## src/rtl/dual_issue_pkg.sv

```systemverilog
// Shared types and constants for the dual-issue decode interlock.
// Holds the mult/div state enum, the register-zero constant and a source matcher.
package dual_issue_pkg;

  typedef enum logic [1:0] {
    MD_IDLE = 2'd0,
    MD_BUSY = 2'd1,
    MD_DONE = 2'd2
  } md_state_e;

  localparam logic [4:0] REG_ZERO = 5'd0;
  localparam int unsigned MD_LATENCY_DEF = 32;

  function automatic logic src_match(
    input logic       use_f,
    input logic [4:0] r,
    input logic [4:0] d
  );
    return use_f && (r != REG_ZERO) && (r == d);
  endfunction

endpackage

```

## src/rtl/md_scoreboard.sv

```systemverilog
// Busy/countdown tracker for the single shared mult/div unit.
// Owns the FSM, the countdown and the in-flight destination register.
module md_scoreboard
  import dual_issue_pkg::*;
#(
  parameter int unsigned MD_LATENCY = MD_LATENCY_DEF
) (
  input  logic       clock,
  input  logic       reset_n,
  input  logic       md_issue,
  input  logic [4:0] md_issue_rd,
  output logic       md_busy,
  output logic       md_struct,
  output logic [4:0] md_rd,
  output logic       md_wb
);

  localparam int unsigned CW = $clog2(MD_LATENCY);
  localparam logic [CW-1:0] CNT_LOAD = CW'(MD_LATENCY - 1);

  md_state_e     state_q, state_d;
  logic [CW-1:0] cnt_q, cnt_d;
  logic [4:0]    rd_q, rd_d;

  always_ff @(posedge clock or negedge reset_n) begin
    if (!reset_n) begin
      state_q <= MD_IDLE;
      cnt_q   <= '0;
      rd_q    <= REG_ZERO;
    end else begin
      state_q <= state_d;
      cnt_q   <= cnt_d;
      rd_q    <= rd_d;
    end
  end

  always_comb begin
    state_d = state_q;
    cnt_d   = cnt_q;
    rd_d    = rd_q;
    unique case (state_q)
      MD_IDLE: begin
        if (md_issue) begin
          state_d = MD_BUSY;
          cnt_d   = CNT_LOAD;
          rd_d    = md_issue_rd;
        end
      end
      MD_BUSY: begin
        if (cnt_q == '0) state_d = MD_DONE;
        else             cnt_d   = cnt_q - 1'b1;
      end
      MD_DONE: begin
        // back-to-back: a new op may claim the unit in its writeback cycle
        if (md_issue) begin
          state_d = MD_BUSY;
          cnt_d   = CNT_LOAD;
          rd_d    = md_issue_rd;
        end else begin
          state_d = MD_IDLE;
          cnt_d   = '0;
          rd_d    = REG_ZERO;
        end
      end
      default: begin
        state_d = MD_IDLE;
        cnt_d   = '0;
        rd_d    = REG_ZERO;
      end
    endcase
  end

  assign md_busy   = (state_q != MD_IDLE);
  assign md_struct = (state_q == MD_BUSY);
  assign md_wb     = (state_q == MD_DONE);
  assign md_rd     = rd_q;

endmodule

```

## src/rtl/dual_issue_interlock.sv

```systemverilog
// Decode-stage interlock deciding how many FD instructions enter DX.
// Define INTERLOCK_PERF_CNT_EN to add stall_cycles/split_cycles counters.
module dual_issue_interlock
  import dual_issue_pkg::*;
#(
  parameter int unsigned MD_LATENCY = MD_LATENCY_DEF
) (
  input  logic       clock,
  input  logic       reset_n,
  input  logic       flush,
  input  logic       valid_1,
  input  logic       valid_2,
  input  logic [4:0] rs_1,
  input  logic [4:0] rt_1,
  input  logic [4:0] rd_1,
  input  logic [4:0] rs_2,
  input  logic [4:0] rt_2,
  input  logic [4:0] rd_2,
  input  logic       use_rs_1,
  input  logic       use_rt_1,
  input  logic       use_rs_2,
  input  logic       use_rt_2,
  input  logic       wr_1,
  input  logic       wr_2,
  input  logic       md_1,
  input  logic       md_2,
  input  logic       DX_memToReg_1,
  input  logic       DX_memToReg_2,
  input  logic [4:0] DX_rd_1,
  input  logic [4:0] DX_rd_2,
  output logic       issue_1,
  output logic       issue_2,
  output logic [1:0] issue_count,
  output logic       md_busy,
  output logic [4:0] md_rd,
  output logic       md_wb
`ifdef INTERLOCK_PERF_CNT_EN
  ,
  output logic [31:0] stall_cycles,
  output logic [31:0] split_cycles
`endif
);

  logic       md_struct;
  logic       md_issue;
  logic [4:0] md_issue_rd;
  logic       lu_1, lu_2;
  logic       mp_1, mp_2;
  logic       raw_2;
  logic       blocked_1, blocked_2;

  always_comb begin
    lu_1 = (DX_memToReg_1 &&
             (src_match(use_rs_1, rs_1, DX_rd_1) ||
              src_match(use_rt_1, rt_1, DX_rd_1))) ||
           (DX_memToReg_2 &&
             (src_match(use_rs_1, rs_1, DX_rd_2) ||
              src_match(use_rt_1, rt_1, DX_rd_2)));
    lu_2 = (DX_memToReg_1 &&
             (src_match(use_rs_2, rs_2, DX_rd_1) ||
              src_match(use_rt_2, rt_2, DX_rd_1))) ||
           (DX_memToReg_2 &&
             (src_match(use_rs_2, rs_2, DX_rd_2) ||
              src_match(use_rt_2, rt_2, DX_rd_2)));
    // md_rd of zero never matches: src_match rejects r0
    mp_1 = md_busy &&
           (src_match(use_rs_1, rs_1, md_rd) ||
            src_match(use_rt_1, rt_1, md_rd) ||
            src_match(wr_1, rd_1, md_rd));
    mp_2 = md_busy &&
           (src_match(use_rs_2, rs_2, md_rd) ||
            src_match(use_rt_2, rt_2, md_rd) ||
            src_match(wr_2, rd_2, md_rd));
    raw_2 = valid_1 && wr_1 && (rd_1 != REG_ZERO) &&
            (src_match(use_rs_2, rs_2, rd_1) ||
             src_match(use_rt_2, rt_2, rd_1) ||
             src_match(wr_2, rd_2, rd_1));
    blocked_1 = lu_1 || mp_1 || (md_1 && md_struct);
    blocked_2 = lu_2 || mp_2 || (md_2 && md_struct) ||
                raw_2 || (md_1 && md_2) ||
                !valid_1 || blocked_1;
  end

  assign issue_1 = reset_n && valid_1 && !flush && !blocked_1;
  assign issue_2 = reset_n && valid_2 && !flush && !blocked_2;
  assign issue_count = {1'b0, issue_1} + {1'b0, issue_2};

  assign md_issue    = (issue_1 && md_1) || (issue_2 && md_2);
  assign md_issue_rd = (issue_1 && md_1) ? rd_1 : rd_2;

  md_scoreboard #(
    .MD_LATENCY (MD_LATENCY)
  ) u_md (
    .clock       (clock),
    .reset_n     (reset_n),
    .md_issue    (md_issue),
    .md_issue_rd (md_issue_rd),
    .md_busy     (md_busy),
    .md_struct   (md_struct),
    .md_rd       (md_rd),
    .md_wb       (md_wb)
  );

`ifdef INTERLOCK_PERF_CNT_EN
  logic [31:0] stall_q, stall_d;
  logic [31:0] split_q, split_d;

  always_ff @(posedge clock or negedge reset_n) begin
    if (!reset_n) begin
      stall_q <= '0;
      split_q <= '0;
    end else begin
      stall_q <= stall_d;
      split_q <= split_d;
    end
  end

  always_comb begin
    stall_d = stall_q;
    split_d = split_q;
    if (valid_1 && !issue_1 && !flush && (stall_q != '1))
      stall_d = stall_q + 32'd1;
    if (issue_1 && valid_2 && !issue_2 && (split_q != '1))
      split_d = split_q + 32'd1;
  end

  assign stall_cycles = stall_q;
  assign split_cycles = split_q;
`endif

endmodule

```

## config.mk

```make
export PLATFORM = sky130hd
export DESIGN_NAME = dual_issue_interlock
export DESIGN_NICKNAME = d
export VERILOG_FILES = /design/src/rtl/dual_issue_pkg.sv /design/src/rtl/md_scoreboard.sv /design/src/rtl/dual_issue_interlock.sv
export SDC_FILE = /design/constraint.sdc
export NUM_CORES = 1
export LEC_CHECK = 0
export CAP_MARGIN = 15
export CORE_MARGIN = 1.5
export CORE_UTILIZATION = 50
export CTS_BUF_LIST = sky130_fd_sc_hd__clkbuf_16
export DETAILED_ROUTE_END_ITERATION = 7
export GPL_ROUTABILITY_DRIVEN = 0
export PLACE_DENSITY = 0.9
export SLEW_MARGIN = 20
export SYNTH_ARGS = -nofsm -noshare
export SYNTH_HDL_FRONTEND = slang
export SYNTH_SLANG_ARGS = --single-unit
```

## constraint.sdc

```tcl
create_clock -name clock -period 5.5 [get_ports clock]
set_clock_uncertainty 0.15 [all_clocks]
set_input_delay 0.55 -clock clock [delete_from_list [all_inputs] [get_ports clock]]
set_output_delay 0.55 -clock clock [all_outputs]
set_load 0.01 [all_outputs]
```

**After elaboration in Yosys (flattened, before gate mapping)**

Index checks and enable logic that the tools add are counted.
W data, S select, Z words.

- Logic and storage cells: 120
- Input bits: 55
- Output and inout bits: 11
- Flip-flop bits (word level): 12

- Add/subtract/negate cells: 2
- Mux-type cells: 12
- Bitwise operators: 1
- Equal/unequal tests: 22
- Reductions and logical operators: 80

Operators with widths:

| cell | number |
|---|---|
| $eq A5 B5 Y1 | 17 |
| $logic_and A1 B1 Y1 | 43 |
| $mux W5 | 6 |
| $pmux W5 S3 | 2 |
| $reduce_bool A5 Y1 | 6 |
| $logic_or A1 B1 Y1 | 21 |
| $pmux W2 S3 | 1 |
| $reduce_and A2 Y1 | 3 |
| $logic_not A5 Y1 | 1 |
| $sub A5 B1 Y5 const B | 1 |
| $logic_not A1 Y1 | 4 |
| $mux W2 | 2 |
| $ne A2 B2 Y1 const B | 2 |
| $add A1 B1 Y2 | 1 |
| $eq A2 B1 Y1 const B | 1 |
| $eq A2 B2 Y1 const B | 1 |
| $logic_not A2 Y1 | 1 |
| $ne A2 B1 Y1 const B | 1 |
| $reduce_bool A2 Y1 | 1 |
| $mux W1 | 1 |
| $not A1 Y1 | 1 |

**Longest topological paths before layout**

Gate-level depths: netlist of run 1.

- Word-level depth: 18
- Gate-level depth with buffers: 9
- Depth with buffers taken out: 7

**By module**

From an unflattened synthesis of run 1, not the netlist that was laid out.

- Cell total of the unflattened synthesis: 240
- Area total of the unflattened synthesis: 1,920.6 µm²

Modules (own cells, without submodules):

| module | area each (µm²) | seq. area each (µm²) | cells each | times used |
|---|---|---|---|---|
| dual_issue_interlock | 1,337.5 | 0.0 | 174 | 1 |
| md_scoreboard | 583.1 | 300.3 | 66 | 1 |

**Least setup slack after synthesis of run 1**

No wires, ideal clock.

- Kind: input to output
- Start: input rd_1[0]
- End: output issue_count[0]
- Path slack: 1.938 ns
- Data arrival time: 2.862 ns
- Data required time: 4.800 ns
- Buffers on the path: 2
- Stages: 9
- Cell sequence: clkbuf_1 > or4_1 > o21ai_0 > nor4_1 > o31ai_1 > nand2_1 > clkbuf_1 > nor3_1 > ha_1

- Cells in the longest elaborated chain, start to end: 12
- Elaborated cells between the ends (all ways): 27
- Classes of those cells: 1 x add/sub; 4 x eq/ne; 22 x reduce/logical

RTL lines:

| element | RTL line | text |
|---|---|---|
| from (decl) | dual_issue_interlock.sv:15 | `input logic [4:0] rd_1,` |
| $eq A5 B5 Y1 | dual_issue_pkg.sv:19 | `return use_f && (r != REG_ZERO) && (r == d);` |
| $logic_and A1 B1 Y1 | dual_issue_pkg.sv:19 |  |
| $logic_or A1 B1 Y1 | dual_issue_interlock.sv:75 | `(src_match(use_rs_2, rs_2, rd_1) \|\|` |
| $logic_or A1 B1 Y1 | dual_issue_interlock.sv:76 | `src_match(use_rt_2, rt_2, rd_1) \|\|` |
| $logic_and A1 B1 Y1 | dual_issue_interlock.sv:74 | `raw_2 = valid_1 && wr_1 && (rd_1 != REG_ZERO) &&` |
| $logic_or A1 B1 Y1 | dual_issue_interlock.sv:79 | `blocked_2 = lu_2 \|\| mp_2 \|\| (md_2 && md_struct) \|\|` |
| $logic_or A1 B1 Y1 (2 in series) | dual_issue_interlock.sv:80 | `raw_2 \|\| (md_1 && md_2) \|\|` |
| $logic_or A1 B1 Y1 (*) | dual_issue_interlock.sv:81 | `!valid_1 \|\| blocked_1;` |
| $logic_not A1 Y1 (*) | dual_issue_interlock.sv:85 | `assign issue_2 = reset_n && valid_2 && !flush && !blocked_2;` |
| $logic_and A1 B1 Y1 (*) | dual_issue_interlock.sv:85 |  |
| via issue_2 | dual_issue_interlock.sv:32 | `output logic issue_2,` |
| $add A1 B1 Y2 (*) | dual_issue_interlock.sv:86 | `assign issue_count = {1'b0, issue_1} + {1'b0, issue_2};` |
| to (decl) | dual_issue_interlock.sv:33 | `output logic [1:0] issue_count,` |

The timed path passes the listed nets; every way through them passes the cells marked *.

**Worst setup path in the final report of run 1**

- Start: input rd_1[0]
- End: output issue_count[0]

- Cells in the longest elaborated chain, start to end: 12
- Elaborated cells between the ends (all ways): 27
- Classes of those cells: 1 x add/sub; 4 x eq/ne; 22 x reduce/logical

RTL lines:

| element | RTL line |
|---|---|
| $eq A5 B5 Y1 | dual_issue_pkg.sv:19 |
| $logic_and A1 B1 Y1 | dual_issue_pkg.sv:19 |
| $logic_or A1 B1 Y1 | dual_issue_interlock.sv:75 |
| $logic_or A1 B1 Y1 | dual_issue_interlock.sv:76 |
| $logic_and A1 B1 Y1 | dual_issue_interlock.sv:74 |
| $logic_or A1 B1 Y1 | dual_issue_interlock.sv:79 |
| $logic_or A1 B1 Y1 (2 in series) | dual_issue_interlock.sv:80 |
| $logic_or A1 B1 Y1 | dual_issue_interlock.sv:81 |
| $logic_not A1 Y1 | dual_issue_interlock.sv:85 |
| $logic_and A1 B1 Y1 | dual_issue_interlock.sv:85 |
| $add A1 B1 Y2 (*) | dual_issue_interlock.sv:86 |

Every way passes the cells marked *; elsewhere a longest branch is shown, timed or not.

==> metrics.csv, run 1 <==
stage;metric;value;unit
synth;fraction of registers with async set/reset;100;%
worst_setup_path;Arrival @ worst endpoint;3900;ps
drt;Residual DRC;0;
worst_setup_path;CP Buf/Inv Count;2;
synth;Synth area leaders;xnor2_1 (23%), xor2_1 (16%), dfrtp_1 (16%);
worst_setup_path;crit start category;input port;
grt;Total Routing Usage GR;28.7;%
die;I/O pins;66;
timing;Period Utilization, post-route;83.7;%
synth;most common library cells after synthesis;xnor2_1 (51), xor2_1 (35), clkbuf_1 (16);
grt;first-pass GRT wire length;9.47;mm
clocking;Post-CTS Resized;0;
drt;drt first pass iters;4;
timing;max frequency;217;MHz
timing;setup TNS;0;ps
drt;via count;1931;
worst_setup_path;Req. time, crit path;4800;ps
die;die width;65.1;µm
die;# rows;22;
placement;Port Buffers;65;
die;Core Area;0.00369;mm²
pwr;Comb pwr share;52.7;%
synth;Seq/Total Area, Yosys;15.6;%
pwr;VDD IR max;0.145;mV
clocking;Max H-tree Level;1;
grt;vias in the first global route;1888;
clocking;CTS tree;done;
drt;wire length per cell;17.2;µm
worst_setup_path;Worst setup EP type;output pin;
final_layout;Area Growth Syn to Fin;35.0;%
final_layout;nets;343;
die;chip height;65.1;µm
clocking;root buffer cell;clkbuf_16;
worst_setup_path;most used cell, CP;clkdlybuf4s50_1;
timing;Hold Fails Final Rpt;0;
synth;synthesized area;0.00193;mm²
drt;WL final;5.72;mm
min_path;Hold/Removal Path Class;flop to flop;
final_layout;Multi-input gate area;0.00148;mm²
placement;Detail Placement HPWL;4.42;mm
worst_setup_path;cell family with the largest share of critical-path delay;simple AND/OR/NAND/NOR gates;
timing;slew margin rel.;45.3;%
clocking;CTS Hold Bufs;0;
pwr;switching power;318;µW
timing;# setup viols final;0;
clocking;clock-pin slew on the worst setup and hold paths;40;ps
synth;count leader, synth;xnor2_1;
synth;Yosys Warn Count;0;
run;Max-Cap Viols;0;
worst_setup_path;Slowest-stage cell, CP;clkdlybuf4s50_1;
timing;measured slew at the worst slew-check pin;821;ps
synth;Synth Area per Inst;8.06;µm²
final_layout;Layout fillers;285;
synth;Yosys cell types;43;
die;die area;0.00424;mm²
worst_setup_path;critical path's largest stage delay;570;ps
clocking;Clock Latency Late Sink;240;ps
worst_setup_path;CP Max Fanout;13;
synth;syn_nets;297;
pwr;Power Dens Cells;292;mW/mm²
grt;global route overflow;0;
drt;DRT iter0 DRCs;156;
timing;Slew Viols, Final;0;
pwr;Sw Ratio;41.9;%
clocking;CTS max path bufs;2;
synth;synthesis-stage register bit count;12;
final_layout;layout cells sized above 1;3.52;%
drt;vias per inst;5.82;
worst_setup_path;worst path cell trace;clkdlybuf4s50_1, or4_1, o21ai_0, nor4_1, o31ai_1, nand2_1, nor3_1, ha_1, clkdlybuf4s50_1;
final_layout;register area;300;µm²
drt;Antenna Nets Post-Route;0;
die;initial core utilization;52.2;%
placement;Place WS;976;ps
grt;initial antenna violation count;0;
timing;final worst slack;898;ps
pwr;Pint;441;µW
timing;setup repair after global routing missed its margin;false;
pwr;fraction of power consumed by sequential logic;29.4;%
synth;Synth Flop Type;dfrtp_1;
pwr;leakage;0.000954;µW
status;outcome;finished clean;
synth;post-synth top area cell;xnor2_1;
synth;Post-synth EDFFs;0;
clocking;Post-CTS Setup Bufs;0;
synth;top-area cell type share of the netlist area;23.2;%
timing;crit path time final;4600;ps
pwr;clock share of power;17.9;%
worst_setup_path;Crit Path Class;input port to output pin;
clocking;CTS Sinks;12;
clocking;CTS buffer count;3;
final_layout;n_diodes;0;
synth;Synth Instances;239;
grt;largest net degree at the start of global routing;14;
path summary, 6_finish.rpt:
| kind | start | end | slack (ps) | cells after the start |
|---|---|---|---|---|
| setup / recovery | rd_1[0] | issue_count[0] | 900 | 9 |
| hold / removal | u_md.cnt_q[4]$_DFFE_PN0P_ | u_md.cnt_q[4]$_DFFE_PN0P_ | 480 | 2 |
| setup reg to reg | u_md.md_rd[2]$_DFFE_PN0P_ | u_md.cnt_q[0]$_DFFE_PN0P_ | 2860 | 7 |
| hold reg to reg | u_md.cnt_q[4]$_DFFE_PN0P_ | u_md.cnt_q[4]$_DFFE_PN0P_ | 480 | 2 |
| max in group asynchronous | reset_n | u_md.cnt_q[4]$_DFFE_PN0P_ | 4290 | 1 |
| min in group asynchronous | reset_n | u_md.cnt_q[1]$_DFFE_PN0P_ | 530 | 1 |
cell usage in the layout (no fill, tap or decap), types with 2 or more instances in the layout:
cell type / instances
o32ai_1: 5
nor4_1: 10
a21oi_1: 8
ha_1: 3
nand2_1: 10
xnor2_1: 51
mux2i_1: 5
clkbuf_16: 3
xor2_1: 35
inv_1: 8
nand3_1: 12
or4_4: 2
o21ai_0: 5
nor2_1: 2
nor3_1: 5
o22ai_1: 6
dfrtp_1: 12
clkdlybuf4s50_1: 65
nor2b_1: 4
or4_1: 7
nand4_1: 5
power groups by stage:
stage / sequential [µW] / clock (µW) / combinational (µW)
final: 223 / 136 / 400
after CTS: 219 / 133 / 398
after global routing: 229 / 138 / 437
after global placement: 217 / 0 / 378
after floorplan: 158 / 0 / 305
after detailed placement: 219 / 0 / 393
registers in the layout (all words and copies together), names as in the netlist:
register	cells
u_md.cnt_q	5
u_md.md_rd	5
u_md.state_q	2
cells by family (layout without fill, tap and decap cells):
family                     count (synthesis)  in the layout  share of synthesized area (%)
adders and majority gates                  3              3                           1.95
DFF                                       12             12                           15.6
buffers and inverters                     32             77                           7.53
AOI/OAI and AO/OA                         34             34                           12.4
xor gates and xnor gates                  86             86                           39.1
and+or+nand+nor                           67             67                           20.8
muxes                                      5              5                           2.60
metrics by stage:
step                hold WS (ps)  utilization (%)  cells  instance area [µm²]  power, µW
finish                       476             70.5    332                 2600        759
global route                 515             70.5    332                 2600        804
CTS                          467             70.5    332                 2600        750
detailed placement           455             68.4    328                 2520        612
global placement             462             68.4    328                 2520        595
floorplan                    104                -    239                 1930        463
worst register-to-register path: stages (launching register included):
cell and delay, ps:
dfrtp_1 650, xnor2_1 180, nand3_1 90, nor4_1 280
o31a_1 220, nor2_1 60, a21oi_1 660, o22ai_1 190
routing by layer:
layer | vias up | wire length, µm | global-route usage [%] | part of all wire [%]
met5 | - | 0 | 0 | 0
met4 | 0 | 66 | 7.81 | 1.2
met3 | 6 | 354 | 2.43 | 6.2
met2 | 77 | 2890 | 51.5 | 51
met1 | 922 | 2410 | 36.8 | 42
li1 | 926 | - | - | -
final cells by class:
class | instances | share of cell area [%]
Multi-Input combinational cell | 195 | 57.0
Timing Repair Buffer | 65 | 25.0
Sequential cell | 12 | 11.5
Clock buffer | 3 | 2.89
Tap cell | 48 | 2.31
Inverter | 8 | 1.15
Clock inverter | 1 | 0.144
Power figures use the tool's default switching activity.
==> run 2, diff against run 1 <==
--- a/config.mk
+++ b/config.mk
@@ -7,11 +7,11 @@
 export LEC_CHECK = 0
 export CAP_MARGIN = 15
 export CORE_MARGIN = 1.5
-export CORE_UTILIZATION = 50
+export CORE_UTILIZATION = 47
 export CTS_BUF_LIST = sky130_fd_sc_hd__clkbuf_16
 export DETAILED_ROUTE_END_ITERATION = 7
 export GPL_ROUTABILITY_DRIVEN = 0
-export PLACE_DENSITY = 0.9
+export PLACE_DENSITY = 0.85
 export SLEW_MARGIN = 20
 export SYNTH_ARGS = -nofsm -noshare
 export SYNTH_HDL_FRONTEND = slang
==> constraint.sdc (replaced) <==
create_clock -name clock -period 4.28 [get_ports clock]
set_clock_uncertainty 0.15 [all_clocks]
set_input_delay 0.428 -clock clock [delete_from_list [all_inputs] [get_ports clock]]
set_output_delay 0.428 -clock clock [all_outputs]
set_load 0.01 [all_outputs]
==> run 2 against run 1 <==
Net effect:
- sequential power is 26% higher
- worst setup slack worse by 600 ps
- design area is 5.0% higher
- via count is 1.9% higher
- utilization is 1.7 points lower
- worst hold slack worse by 130 ps
- total power is 28% higher
- largest cell class unchanged
- non-clock buffer count is 17 higher
- critical path type unchanged
- critical path depth stayed put
- sequential cell count stayed put
==> metrics.csv, run 2 (synthesis results as in run 1) <==
stage;metric;value;unit;change
status;outcome;finished clean;;unchanged
min_path;Hold/Removal Path Class;input port to asynchronous set/reset pin;;was flop to flop
clocking;CTS buffer count;3;;unchanged
placement;Detail Placement HPWL;4.51;mm;was 4.42 mm
clocking;Post-CTS Resized;0;;unchanged
clocking;CTS max path bufs;2;;unchanged
grt;initial antenna violation count;0;;unchanged
timing;max frequency;251;MHz;
die;chip height;67.0;µm;was 65.1 µm
grt;largest net degree at the start of global routing;14;;unchanged
drt;Antenna Nets Post-Route;0;;unchanged
drt;vias per inst;5.60;;was 5.82
clocking;CTS tree;done;;unchanged
clocking;Max H-tree Level;1;;unchanged
pwr;Power Dens Cells;356;mW/mm²;was 292 mW/mm²
die;Core Area;0.00397;mm²;was 0.00369 mm²
drt;drt first pass iters;4;;unchanged
timing;setup repair after global routing missed its margin;false;;unchanged
pwr;VDD IR max;0.164;mV;was 0.145 mV
clocking;root buffer cell;clkbuf_16;;unchanged
grt;vias in the first global route;2016;;was 1888
clocking;Clock Latency Late Sink;240;ps;about the same
final_layout;most frequent cells in the layout;clkdlybuf4s50_1 (65), xnor2_1 (51), xor2_1 (35);;unchanged
grt;first-pass GRT wire length;9.25;mm;was 9.47 mm
die;die area;0.00449;mm²;was 0.00424 mm²
worst_setup_path;crit start category;input port;;unchanged
drt;Residual DRC;0;;unchanged
final_layout;fin util;68.8;%;was 70.5%
timing;Hold Fails Final Rpt;0;;unchanged
run;Max-Cap Viols;0;;unchanged
worst_setup_path;Crit Path Class;input port to output pin;;unchanged
pwr;leakage;0.00104;µW;was 0.000954 µW
worst_setup_path;Worst setup EP type;output pin;;unchanged
final_layout;layout cells sized above 1;8.97;%;was 3.52%
drt;DRT iter0 DRCs;82;;was 156
pwr;Tot Pwr;972;µW;was 759 µW
final_layout;most common cell after layout, fill and taps aside;clkdlybuf4s50_1;;unchanged
timing;Slew Viols, Final;0;;unchanged
timing;crit path time final;3980;ps;
clocking;Post-CTS Setup Bufs;0;;unchanged
worst_setup_path;Req. time, crit path;3700;ps;was 4800 ps
clocking;CTS Hold Bufs;0;;unchanged
timing;setup TNS;0;ps;unchanged
drt;wire length per cell;15.8;µm;was 17.2 µm
timing;Period Utilization, post-route;93.1;%;
final_layout;nets;360;;was 343
final_layout;n_diodes;0;;unchanged
drt;via count;1967;;was 1931
placement;Port Buffers;65;;unchanged
grt;Total Routing Usage GR;26.6;%;was 28.7%
clocking;clock-pin slew on the worst setup and hold paths;40;ps;about the same
worst_setup_path;Arrival @ worst endpoint;3410;ps;was 3900 ps
timing;measured slew at the worst slew-check pin;748;ps;was 821 ps
drt;WL final;5.55;mm;was 5.72 mm
final_layout;Area Growth Syn to Fin;41.8;%;was 35.0%
die;# rows;23;;was 22
clocking;CTS Sinks;12;;unchanged
die;die width;67.0;µm;was 65.1 µm
timing;# setup viols final;0;;unchanged
die;initial core utilization;48.5;%;was 52.2%
die;I/O pins;66;;unchanged
timing;slew margin rel.;50.1;%;was 45.3%
worst_setup_path;CP Max Fanout;4;;was 13
grt;global route overflow;0;;unchanged
[run 2: cell types whose count changed in the layout (fill, tap and decap cells not counted)]
cell	before	now
buf_4	0	17
[run 2: per-layer routing]
layer | part of all wire [%] | global-route usage [%]
met5 | 0 | 0
met4 | 1.4 | 8.16
met3 | 4.8 | 2.03
met2 | 53 | 48.1
met1 | 41 | 33.2
[run 2: where the power goes]
part	switching [µW]	internal (µW)	total, µW
sequential	118	164	282
combinational	230	290	520
clock	46.7	123	169
[run 2: worst paths after layout]
check                                               start                           to  slack (ps)  cells past startpoint
worst max-delay path                              rd_2[2]               issue_count[0]         300                      9
worst min-delay path                              reset_n  u_md.state_q[1]$_DFFE_PN0P_         340                      2
worst max register to register  u_md.md_rd[4]$_DFFE_PN0P_    u_md.md_rd[1]$_DFFE_PN0P_        1780                      7
max in group asynchronous                         reset_n    u_md.cnt_q[3]$_DFFE_PN0P_        3480                      2
min in group clock              u_md.cnt_q[4]$_DFFE_PN0P_    u_md.cnt_q[4]$_DFFE_PN0P_         480                      2
worst min register to register  u_md.cnt_q[4]$_DFFE_PN0P_    u_md.cnt_q[4]$_DFFE_PN0P_         480                      2
[run 2: layout make-up]
type / count / area, µm²
tap: 50 / 62.6
inverter: 8 / 30.0
multi-input combinational: 195 / 1480
sequential: 12 / 300
timing repair buffer: 82 / 778
clock buffer: 3 / 75.1
fill: 338 / 1240
clock inverter: 1 / 3.75
[run 2: stage by stage]
step / area (µm²) / std cells / setup slack [ps] / hold slack (ps)
final: 2730 / 351 / 296 / 343
after global routing: 2730 / 351 / 124 / 357
after CTS: 2730 / 351 / 291 / 350
after detailed placement: 2650 / 347 / 298 / 469
after global placement: 2650 / 347 / 324 / 456
after floorplan: 1930 / 239 / 962 / -17.6
[run 2: critical path, stage by stage]
cell,delay [ps]
clkdlybuf4s50_1,480
or4_1,490
o21ai_0,200
nor4_1,90
o31a_1,290
or4_4,440
nor3_1,220
ha_1,290
clkdlybuf4s50_1,480
